--- src/rtl/button_conditioner.sv ---
// Conditions the five raw pushbuttons: 2-flop sync, counter debounce, rising-edge
// press detection, hold-to-repeat on directions, and fixed-priority single-pulse output.
module button_conditioner #(
  parameter int DEBOUNCE_CYCLES = 1000000,
  parameter int REPEAT_DELAY    = 50000000,
  parameter int REPEAT_RATE     = 20000000,
  parameter int CNT_W           = 26
) (
  input  logic       clk_bc,
  input  logic       rst_bc,
  input  logic       btns_bc,
  input  logic       btnu_bc,
  input  logic       btnd_bc,
  input  logic       btnl_bc,
  input  logic       btnr_bc,
  input  logic       move_en_bc,
  output logic       s_pulse_bc,
  output logic       u_pulse_bc,
  output logic       d_pulse_bc,
  output logic       l_pulse_bc,
  output logic       r_pulse_bc,
  output logic [4:0] held_bc
);

  localparam logic [CNT_W-1:0] DB_LAST   = CNT_W'(DEBOUNCE_CYCLES - 1);
  localparam logic [CNT_W-1:0] REP_DELAY = CNT_W'(REPEAT_DELAY);
  localparam logic [CNT_W-1:0] REP_RATE  = CNT_W'(REPEAT_RATE);
  localparam logic [CNT_W-1:0] CNT_ONE   = CNT_W'(1);

  // Bit order everywhere is {s,u,d,l,r}; bits 3..0 are the direction buttons.
  logic [4:0] raw;
  logic [4:0] sync1_q, sync1_d;
  logic [4:0] sync2_q, sync2_d;
  logic [4:0] stable_q, stable_d;
  logic [4:0] stable_prev_q, stable_prev_d;
  logic [4:0] pulse_q, pulse_d;
  logic [3:0] rep_phase_q, rep_phase_d;
  logic [CNT_W-1:0] db_cnt_q [5];
  logic [CNT_W-1:0] db_cnt_d [5];
  logic [CNT_W-1:0] rep_cnt_q [4];
  logic [CNT_W-1:0] rep_cnt_d [4];

  logic [4:0] press_req;
  logic [3:0] rep_req;
  logic [4:0] req;

  assign raw = {btns_bc, btnu_bc, btnd_bc, btnl_bc, btnr_bc};

  always_comb begin
    sync1_d       = raw;
    sync2_d       = sync1_q;
    stable_d      = stable_q;
    stable_prev_d = stable_q;
    for (int i = 0; i < 5; i++) begin
      db_cnt_d[i] = '0;
      if (sync2_q[i] != stable_q[i]) begin
        if (db_cnt_q[i] == DB_LAST) begin
          stable_d[i] = ~stable_q[i];
        end else begin
          db_cnt_d[i] = db_cnt_q[i] + CNT_ONE;
        end
      end
    end
  end

  assign press_req = stable_q & ~stable_prev_q;

  // Phase 0 waits REPEAT_DELAY after the press, phase 1 fires every REPEAT_RATE.
  always_comb begin
    rep_req     = '0;
    rep_phase_d = rep_phase_q;
    for (int i = 0; i < 4; i++) begin
      rep_cnt_d[i] = rep_cnt_q[i] + CNT_ONE;
      if (!stable_q[i] || !move_en_bc) begin
        rep_cnt_d[i]   = '0;
        rep_phase_d[i] = 1'b0;
      end else if (press_req[i]) begin
        rep_cnt_d[i]   = CNT_ONE;
        rep_phase_d[i] = 1'b0;
      end else if (rep_cnt_q[i] == (rep_phase_q[i] ? REP_RATE : REP_DELAY)) begin
        rep_req[i]     = 1'b1;
        rep_cnt_d[i]   = CNT_ONE;
        rep_phase_d[i] = 1'b1;
      end
    end
  end

  assign req = {press_req[4], {4{move_en_bc}} & (press_req[3:0] | rep_req)};

  // Losing requests are simply dropped this cycle.
  always_comb begin
    pulse_d = '0;
    if (req[4])      pulse_d = 5'b10000;
    else if (req[3]) pulse_d = 5'b01000;
    else if (req[2]) pulse_d = 5'b00100;
    else if (req[1]) pulse_d = 5'b00010;
    else if (req[0]) pulse_d = 5'b00001;
  end

  always_ff @(posedge clk_bc) begin
    if (!rst_bc) begin
      sync1_q       <= '0;
      sync2_q       <= '0;
      stable_q      <= '0;
      stable_prev_q <= '0;
      pulse_q       <= '0;
      rep_phase_q   <= '0;
      for (int i = 0; i < 5; i++) db_cnt_q[i] <= '0;
      for (int i = 0; i < 4; i++) rep_cnt_q[i] <= '0;
    end else begin
      sync1_q       <= sync1_d;
      sync2_q       <= sync2_d;
      stable_q      <= stable_d;
      stable_prev_q <= stable_prev_d;
      pulse_q       <= pulse_d;
      rep_phase_q   <= rep_phase_d;
      for (int i = 0; i < 5; i++) db_cnt_q[i] <= db_cnt_d[i];
      for (int i = 0; i < 4; i++) rep_cnt_q[i] <= rep_cnt_d[i];
    end
  end

  assign {s_pulse_bc, u_pulse_bc, d_pulse_bc, l_pulse_bc, r_pulse_bc} = pulse_q;
  assign held_bc = stable_q;

endmodule

--- config.mk ---
export PLATFORM = sky130hd
export DESIGN_NAME = button_conditioner
export DESIGN_NICKNAME = d
export VERILOG_FILES = /design/src/rtl/button_conditioner.sv
export SDC_FILE = /design/constraint.sdc
export NUM_CORES = 1
export LEC_CHECK = 0
export CAP_MARGIN = 20
export CORE_ASPECT_RATIO = 0.8
export CORE_MARGIN = 2
export CORE_UTILIZATION = 55
export CTS_CLUSTER_SIZE = 28
export DETAILED_ROUTE_END_ITERATION = 8
export PLACE_DENSITY_LB_ADDON = 0.12
export SYNTH_ARGS = -nofsm -noshare
export SYNTH_HDL_FRONTEND = slang
export SYNTH_SLANG_ARGS = --single-unit
--- constraint.sdc ---
create_clock -name clk_bc -period 2 [get_ports clk_bc]
set_input_delay 0.3 -clock clk_bc [delete_from_list [all_inputs] [get_ports clk_bc]]
set_output_delay 0.3 -clock clk_bc [all_outputs]
set_load 0.005 [all_outputs]
==> results of run 1 <==
-- worst paths after layout --
kind	start	end	slack [ns]
worst max-delay path	rep_phase_q[0]	rep_cnt_q[0][5]	-0.04
worst min-delay path	btnr_bc	sync1_q[0]	0.35
worst max register to register	rep_phase_q[0]	rep_cnt_q[0][5]	-0.04
worst min register to register	sync1_q[2]	sync2_q[2]	0.42
-- critical path: stages (launching register included) --
cell and delay [ns]:
dfxtp_2 0.33, or4b_4 0.52, or3_4 0.35, a211oi_4 0.28, or3_4 0.22, clkbuf_16 0.18, nor2_2 0.04
-- per-stage QoR --
stage / hold slack [ns] / instance area, sq um / util [%] / TNS [ns] / setup WS [ns]
3_3_place_gp: 0.413 / 12800 / 61.2 / -0.199 / -0.0100
4_1_cts: 0.337 / 13700 / 65.6 / 0 / 0.00971
6_report: 0.355 / 14000 / 66.9 / -0.281 / -0.0371
2_1_floorplan: 0.412 / 11800 / - / 0 / 0.0523
3_5_place_dp: 0.419 / 12800 / 61.2 / -0.281 / -0.0201
5_1_grt: 0.348 / 14000 / 66.9 / -2.21 / -0.0932
-- final cells by class --
| cell class | count | area (sq um) |
|---|---|---|
| Multi-Input combinational cell | 1011 | 6290 |
| Tap cell | 269 | 337 |
| Inverter | 54 | 203 |
| Clock buffer | 40 | 795 |
| Sequential cell | 263 | 5270 |
| Clock inverter | 8 | 118 |
| Timing Repair Buffer | 99 | 958 |
| Fill cell | 1688 | 6910 |
-- sequential cells by signal, indices dropped and copies added (netlist names) --
name / flops
db_cnt_q: 130
held_bc: 5
pulse_q: 5
rep_cnt_q: 104
rep_phase_q: 4
stable_prev_q: 5
sync1_q: 5
sync2_q: 5
-- synth_stat cells, drive strengths merged, types with 29 or more instances --
cell,number
nor3,56
dfxtp,263
inv,54
nor2,285
xor2,71
nand3,80
nand2,78
nand4,57
clkbuf,29
nor4,48
xnor2,149
-- layer usage --
metal / track usage (%) / routed length [um]
met4: 5.07 / 447
met1: 29.3 / 12100
met3: 2.90 / 883
met5: 0 / 0
met2: 30.9 / 9980
-- cells by family (layout without fill, tap and decap cells) --
kind of cell | after synthesis | after routing | share of synthesized area, %
buf+inv | 98 | 201 | 3.54
compound gates | 22 | 22 | 1.44
flops | 263 | 263 | 44.6
xor+xnor | 220 | 220 | 16.3
fa+ha+maj | 13 | 13 | 1.38
simple gates | 751 | 751 | 32.3
mux | 5 | 5 | 0.424
-- power by group --
group | internal [uW] | switching [uW] | total (uW) | leakage, uW
Clock | 3120 | 2010 | 5130 | 0.000448
Sequential | 5250 | 6.48 | 5260 | 0.00212
Combinational | 41.5 | 45.0 | 86.6 | 0.00177
-- timing repair --
item                                    CTS  global route
pin swaps                                 1            14
setup buffers                             1             3
gates resized for setup                   1            35
gates cloned                              0             4
endpoints found under the setup margin   40           106
==> results.tsv, run 1 <==
metric	value	unit
# IOs	18	
CP endpoint kind	register	
final worst setup slack	-0.0371	ns
Synth top area share	44.6	%
global placer's final weighted congestion	0.798	
setup violators final	25	
period utilization	102	%
H-tree levels	1	
Worst-path clk slew	0.06	ns
Worst Reg-to-Reg Cells	6	
first drt pass iteration count	5	
number of diodes	0	
most frequent cells in the layout	nor2_1 (275), dfxtp_1 (262), xnor2_1 (149)	
total number of vias	9283	
commonest non-fill, non-tap cell in the layout	nor2_1	
Worst setup SP type	register	
number of cell rows	47	
Final Hold Violating Endpoints	0	
overall power	10500	uW
Gate Count Post-Synth	1372	
CTS tree	yes	
drt total wl	23400	um
grt total ovfl	0	
slew margin rel.	60.9	%
Die H	135	um
Worst Path Required	2.42	ns
Crit Path Max Fanout	6	
ranking of synthesized cells by area	dfxtp_1 (45%), xnor2_1 (11%), nor2_1 (9.1%), xor2_1 (5.3%), nand3_1 (3.4%)	
power per cell area	750	nW/um^2
Netlist cell types	55	
PortBufs	17	
Post-synth ARST share	0	%
fmax	491	MHz
initial drt markers	541	
die footprint	22700	sq um
ANT nets after route	0	
synth warn	0	
Post-DP HPWL	15400	um
syn nets	1393	
number of synthesized flops with an enable pin	0	
share of layout cells above drive strength 1	10.8	%
CTS buffer count	27	
critical path type	register to register	
vias in the first global route	8397	
Hold Crit Class	primary input to register	
CTS sink cnt	263	
Yosys top cell by area	dfxtp_1	
hold_buf cts	0	
Initial Util	56.6	%
synthesized flop and latch total	263	
deepest clock path buffer count	3	
# DRC	0	
critical path data arrival time	2.46	ns
CTS root buffer	clkbuf_16	
Horiz. Die Dim	168	um
Hold Crit Depth	2	
Mapped Avg Cell Area	8.61	sq um
max-slew violation count	0	
vias per std cell	5.32	
violated checks	setup timing	
nets	1477	
ys flop type	dfxtp_1	
sequential share of the synthesized area	44.6	%
minimum clock period	2.04	ns
Wirelength per Cell	13.4	um
Pleak	0.00434	uW
cell area after synthesis	11800	sq um
Worst-Margin Slew	0.581	ns
aggregate global-route resource usage	20.0	%
Finished Layout Cells	1744	
Max VDD drop	0.000643	V
Layout Area Growth over Synthesis	18.3	%
core area	20900	sq um
status	finished, violations left	
Clk Latency, worst-skew pair	0.53	ns
dpl cells	1688	
first-pass GRT wire length	39000	um
final clock skew	0.0124	ns
initial antenna violation count	0	
unrepaired setup endpoints after global routing	yes	
maxcap violations	0	
largest net degree at the start of global routing	27	
(Power assumes the default switching activity.)
==> run 2, diff against run 1 <==
==> constraint.sdc (replaced) <==
create_clock -name clk_bc -period 2.1 [get_ports clk_bc]
set_input_delay 0.315 -clock clk_bc [delete_from_list [all_inputs] [get_ports clk_bc]]
set_output_delay 0.315 -clock clk_bc [all_outputs]
set_load 0.005 [all_outputs]
==> results.tsv, run 2 (same netlist as run 1, synthesis figures left out) <==
metric	value	unit	change
status	complete, no violations		
drt total wl	22600	um	-3.5%
# IOs	18		unchanged
power per cell area	736	nW/um^2	-1.8%
initial antenna violation count	0		unchanged
setup_tns	0	ns	+0.281 ns
hold_buf cts	0		unchanged
largest net degree at the start of global routing	27		unchanged
global placer's final weighted congestion	0.805		+0.81%
top flop regs	db_cnt_q: 130 flops, rep_cnt_q: 104 flops		
Layout Area Growth over Synthesis	14.3	%	
Largest register FFs	130		unchanged
Horiz. Die Dim	168	um	unchanged
final clock skew	0.0134	ns	+0.00102 ns
vias in the first global route	8294		-1.2%
CP endpoint kind	register		
Final Hold Violating Endpoints	0		unchanged
Fillers	1756		+4.0%
placed cell areas	12500	sq um	-1.8%
pre-CTS WS	0.0570	ns	+0.0771 ns
fmax	499	MHz	+1.7%
uppermost layer routed	met4		
max-slew violation count	0		unchanged
metal2 WL	9500	um	-4.8%
period utilization	95.4	%	-6.4 points
aggregate global-route resource usage	20.0	%	+0.055 points
M1 wire length	11900	um	-1.5%
vias per std cell	5.31		-0.26%
CTS buffer count	27		unchanged
number of cell rows	47		unchanged
Worst Hold Path EP	sync1_q[2]		
nets	1441		-2.4%
H-tree levels	1		unchanged
# DRC	0		unchanged
setup violators final	0		-100%
critical path type	register to register		
commonest non-fill, non-tap cell in the layout	nor2_1		
PortBufs	17		unchanged
area of the multi-input gates	6160	sq um	-2.1%
Hold Crit Class	primary input to register		
Crit Path Max Fanout	12		+6
total number of vias	9073		-2.3%
critical path data arrival time	2.43	ns	-0.03 ns
Pleak	0.00410	uW	-5.5%
Post-DP HPWL	15000	um	-2.7%
Hold Crit Depth	2		unchanged
flop-to-flop setup slack	0.1	ns	+0.13 ns
Top reg by flops	db_cnt_q		
slew margin rel.	63.8	%	+2.9 points
maxcap violations	0		unchanged
Worst-Margin Slew	0.539	ns	-0.0422 ns
hold path startpoint	btnd_bc		
Worst setup SP type	register		
CTS tree	yes		
minimum clock period	2.00	ns	-0.0336 ns
initial drt markers	617		+14%
Clk Latency, worst-skew pair	0.54	ns	about the same
Initial Util	56.6	%	unchanged
first drt pass iteration count	5		unchanged
Die H	135	um	unchanged
ANT nets after route	0		unchanged
fin area	13500	sq um	-3.3%
most frequent cells in the layout	nor2_1 (285), dfxtp_1 (263), xnor2_1 (149)		
CTS root buffer	clkbuf_16		
number of diodes	0		unchanged
core area	20900	sq um	unchanged
grt total ovfl	0		unchanged
final worst setup slack	0.0964	ns	+0.134 ns
Max VDD drop	0.000583	V	-9.3%
register area	5270	sq um	about the same
Wirelength per Cell	13.2	um	-1.5%
first-pass GRT wire length	38900	um	about the same
reg-to-reg endpoint	rep_cnt_q[0][24]		
Worst-path clk slew	0.06	ns	about the same
met3 WL	699	um	-21%
WHS	0.358	ns	+0.00282 ns
CTS sink cnt	263		unchanged
Worst Reg-to-Reg Cells	6		unchanged
die footprint	22700	sq um	unchanged
Worst Path Required	2.52	ns	+0.10 ns
share of layout cells above drive strength 1	7.22	%	-3.6 points
deepest clock path buffer count	3		unchanged
Reg-to-Reg Start	rep_cnt_q[0][25]		
==> run 2: report_power, final <==
| group | internal, uW | switching (uW) |
|---|---|---|
| clock network | 2880 | 1970 |
| logic | 37.0 | 41.4 |
| registers | 5000 | 6.06 |
==> run 2: worst max path at each step <==
stage	start	end	slack (ns)	cells after the start
after floorplan	rep_phase_q[0]	rep_cnt_q[0][10]	0.15	7
after global placement	rep_cnt_q[2][9]	rep_cnt_q[2][2]	0.09	6
after detailed placement	rep_cnt_q[2][9]	rep_cnt_q[2][8]	0.06	6
after CTS	rep_cnt_q[2][9]	rep_cnt_q[2][19]	0.05	6
after global routing	rep_phase_q[0]	rep_cnt_q[0][24]	-0.02	6
final	rep_cnt_q[0][25]	rep_cnt_q[0][24]	0.1	6
==> run 2: worst max-delay path, stage by stage, from the launching register on <==
cell and delay, ns:
dfxtp_1 0.37, or4bb_1 0.50, o32a_1 0.31, a211oi_2 0.29, or3_4 0.22, clkbuf_16 0.16
nor2_1 0.05
==> run 2: what timing repair did <==
item / in CTS / in global routing
endpoints found under the setup margin: 0 / 79
setup buffers: 0 / 0
resized for setup: 0 / 5
==> run 2: routing by layer <==
metal	up-vias	track usage, %
met5	-	0
met4	0	5.17
met3	33	2.55
met2	125	31.0
met1	4153	29.6
li1	4762	-
==> run 2: final cells by class <==
| type | count | share of cell area [%] |
|---|---|---|
| Multi-Input combinational cell | 1011 | 45.6 |
| Sequential cell | 263 | 39.0 |
| Tap cell | 269 | 2.49 |
| Timing Repair Buffer | 63 | 4.69 |
| Clock buffer | 35 | 5.52 |
| Inverter | 54 | 1.50 |
| Clock inverter | 14 | 1.19 |
==> run 2: stage by stage <==
stage	cells	power [uW]	util (%)
CTS	1708	10100	64.4
finish	1709	9940	64.7
global placement	1659	5200	60.1
global route	1709	10300	64.7
floorplan	1372	5160	-
detailed placement	1659	5200	60.1
==> run 3, diff against run 2 <==
--- a/config.mk
+++ b/config.mk
@@ -12,6 +12,7 @@
 export CTS_CLUSTER_SIZE = 28
 export DETAILED_ROUTE_END_ITERATION = 8
 export PLACE_DENSITY_LB_ADDON = 0.12
+export REMOVE_ABC_BUFFERS = 1
 export SYNTH_ARGS = -nofsm -noshare
 export SYNTH_HDL_FRONTEND = slang
 export SYNTH_SLANG_ARGS = --single-unit
==> results.tsv, run 3 (same netlist as run 1, synthesis figures left out) <==
metric	value	unit	change
status	complete, no violations		
global placer's final weighted congestion	0.846		+5.1%
die footprint	22700	sq um	unchanged
H-tree levels	1		unchanged
core area	20900	sq um	unchanged
Top reg by flops	db_cnt_q		
share of layout cells above drive strength 1	7.43	%	+0.21 points
CTS buffer count	26		-3.7%
fmax	500	MHz	+0.15%
number of diodes	0		unchanged
nets	1441		unchanged
initial drt markers	584		-5.3%
Crit Path Max Fanout	10		-2
Horiz. Die Dim	168	um	unchanged
deepest clock path buffer count	3		unchanged
# IOs	18		unchanged
Worst-Margin Slew	0.545	ns	+0.00592 ns
largest net degree at the start of global routing	27		unchanged
Pleak	0.00408	uW	-0.60%
hold_buf cts	0		unchanged
Reg power frac	51.1	%	+0.7 points
Crit path top cell by count	or3_4		
maxcap violations	0		unchanged
delay-heaviest family, CP	simple AND/OR/NAND/NOR gates		
Die H	135	um	unchanged
area of the multi-input gates	6180	sq um	+0.26%
post_cts resized	0		unchanged
critical path data arrival time	2.41	ns	-0.02 ns
CTS tree	yes		
vias in the first global route	8251		-0.52%
Wirelength per Cell	12.9	um	-2.0%
first drt pass iteration count	5		unchanged
power per cell area	727	nW/um^2	-1.2%
aggregate global-route resource usage	19.7	%	-0.32 points
CP cell instances	or4b_1 > or3_4 > a211oi_4 > or3_4 > buf_4 > nor2_1		
max-slew violation count	0		unchanged
PortBufs	17		unchanged
Fillers	1822		+3.8%
CTS sink cnt	263		unchanged
WHS	0.367	ns	+0.00893 ns
grt total ovfl	0		unchanged
Final Hold Violating Endpoints	0		unchanged
dpl cells	1661		+0.12%
register area	5270	sq um	unchanged
Worst Path Required	2.51	ns	about the same
initial antenna violation count	0		unchanged
Worst Path Buf+Inv	1		unchanged
clock power share	48.1	%	-0.7 points
Layout Area Growth over Synthesis	14.1	%	
Setup Buffers After CTS	0		unchanged
Int Pwr	7860	uW	-0.66%
number of cell rows	47		unchanged
Critical Path Max Stage Delay	0.52	ns	+0.02 ns
Largest register FFs	130		unchanged
Net Sw Frac	19.8	%	-0.56 points
total number of vias	9077		+0.044%
Hold Crit Class	primary input to register		
Clk Latency, worst-skew pair	0.53	ns	about the same
final clock skew	0.0105	ns	-0.00288 ns
CTS root buffer	clkbuf_16		
Post-DP HPWL	15000	um	+0.35%
Worst-path clk slew	0.06	ns	about the same
setup violators final	0		unchanged
ANT nets after route	0		unchanged
Finished Layout Cells	1709		unchanged
Combinational Power Share	0.8	%	about the same
CP endpoint kind	register		
Worst setup SP type	register		
drt total wl	22100	um	-2.0%
P_sw	1940	uW	-4.1%
most frequent cells in the layout	nor2_1 (285), dfxtp_1 (263), xnor2_1 (149)		
commonest non-fill, non-tap cell in the layout	nor2_1		
critical path type	register to register		
period utilization	95.3	%	-0.14 points
first-pass GRT wire length	38600	um	-0.83%
Slowest-stage cell, CP	or4b_1		
Initial Util	56.6	%	unchanged
# DRC	0		unchanged
overall power	9800	uW	-1.4%
vias per std cell	5.31		about the same
slew margin rel.	63.4	%	-0.40 points
Max VDD drop	0.000623	V	+6.8%
minimum clock period	2.00	ns	-0.00297 ns
unrepaired setup endpoints after global routing	no		
top flop regs	db_cnt_q: 130 flops, rep_cnt_q: 104 flops		
==> run 3: worst paths after layout <==
check	from	endpoint	slack (ns)	cells past startpoint
max	rep_phase_q[0]	rep_cnt_q[0][15]	0.1	6
min	btns_bc	sync1_q[4]	0.37	2
max reg2reg	rep_phase_q[0]	rep_cnt_q[0][15]	0.1	6
min reg2reg	sync1_q[1]	sync2_q[1]	0.43	1
==> run 3: through the flow <==
step                      util (%)  setup slack [ns]  setup TNS, ns  area (sq um)
after floorplan                  -           -0.0375          -1.51         11600
after global placement        60.1            0.0709              0         12500
after detailed placement      60.1            0.0532              0         12500
after CTS                     64.3            0.0359              0         13400
after global routing          64.6            0.0112              0         13500
final                         64.6            0.0994              0         13500
==> run 3: power by group through the flow <==
stage / Sequential [uW] / Combinational (uW) / Clock [uW]
final: 5010 / 83.3 / 4710
after detailed placement: 5120 / 84.4 / 0
after global routing: 5000 / 91.6 / 5050
after global placement: 5120 / 84.0 / 0
after CTS: 5000 / 84.5 / 4840
after floorplan: 5120 / 28.5 / 0
==> run 3: worst register-to-register path, stage by stage, from the launching register on <==
cell and delay (ns):
dfxtp_1 0.34, or4b_1 0.52, or3_4 0.35, a211oi_4 0.28
or3_4 0.19, buf_4 0.16, nor2_1 0.06
==> run 3: final cells by class <==
type	count	share of cell area (%)
multi-input combinational	1011	45.8
sequential	263	39.1
clock buffer	34	5.43
timing repair buffer	64	4.56
tap	269	2.50
inverter	54	1.50
clock inverter	14	1.11
==> run 3: layer usage <==
metal	vias to the layer above	routed length (um)	global-route usage, %
li1	4748	-	-
met1	4206	11800	29.4
met2	97	9360	30.3
met3	26	648	2.81
met4	0	348	4.30
met5	-	0	0
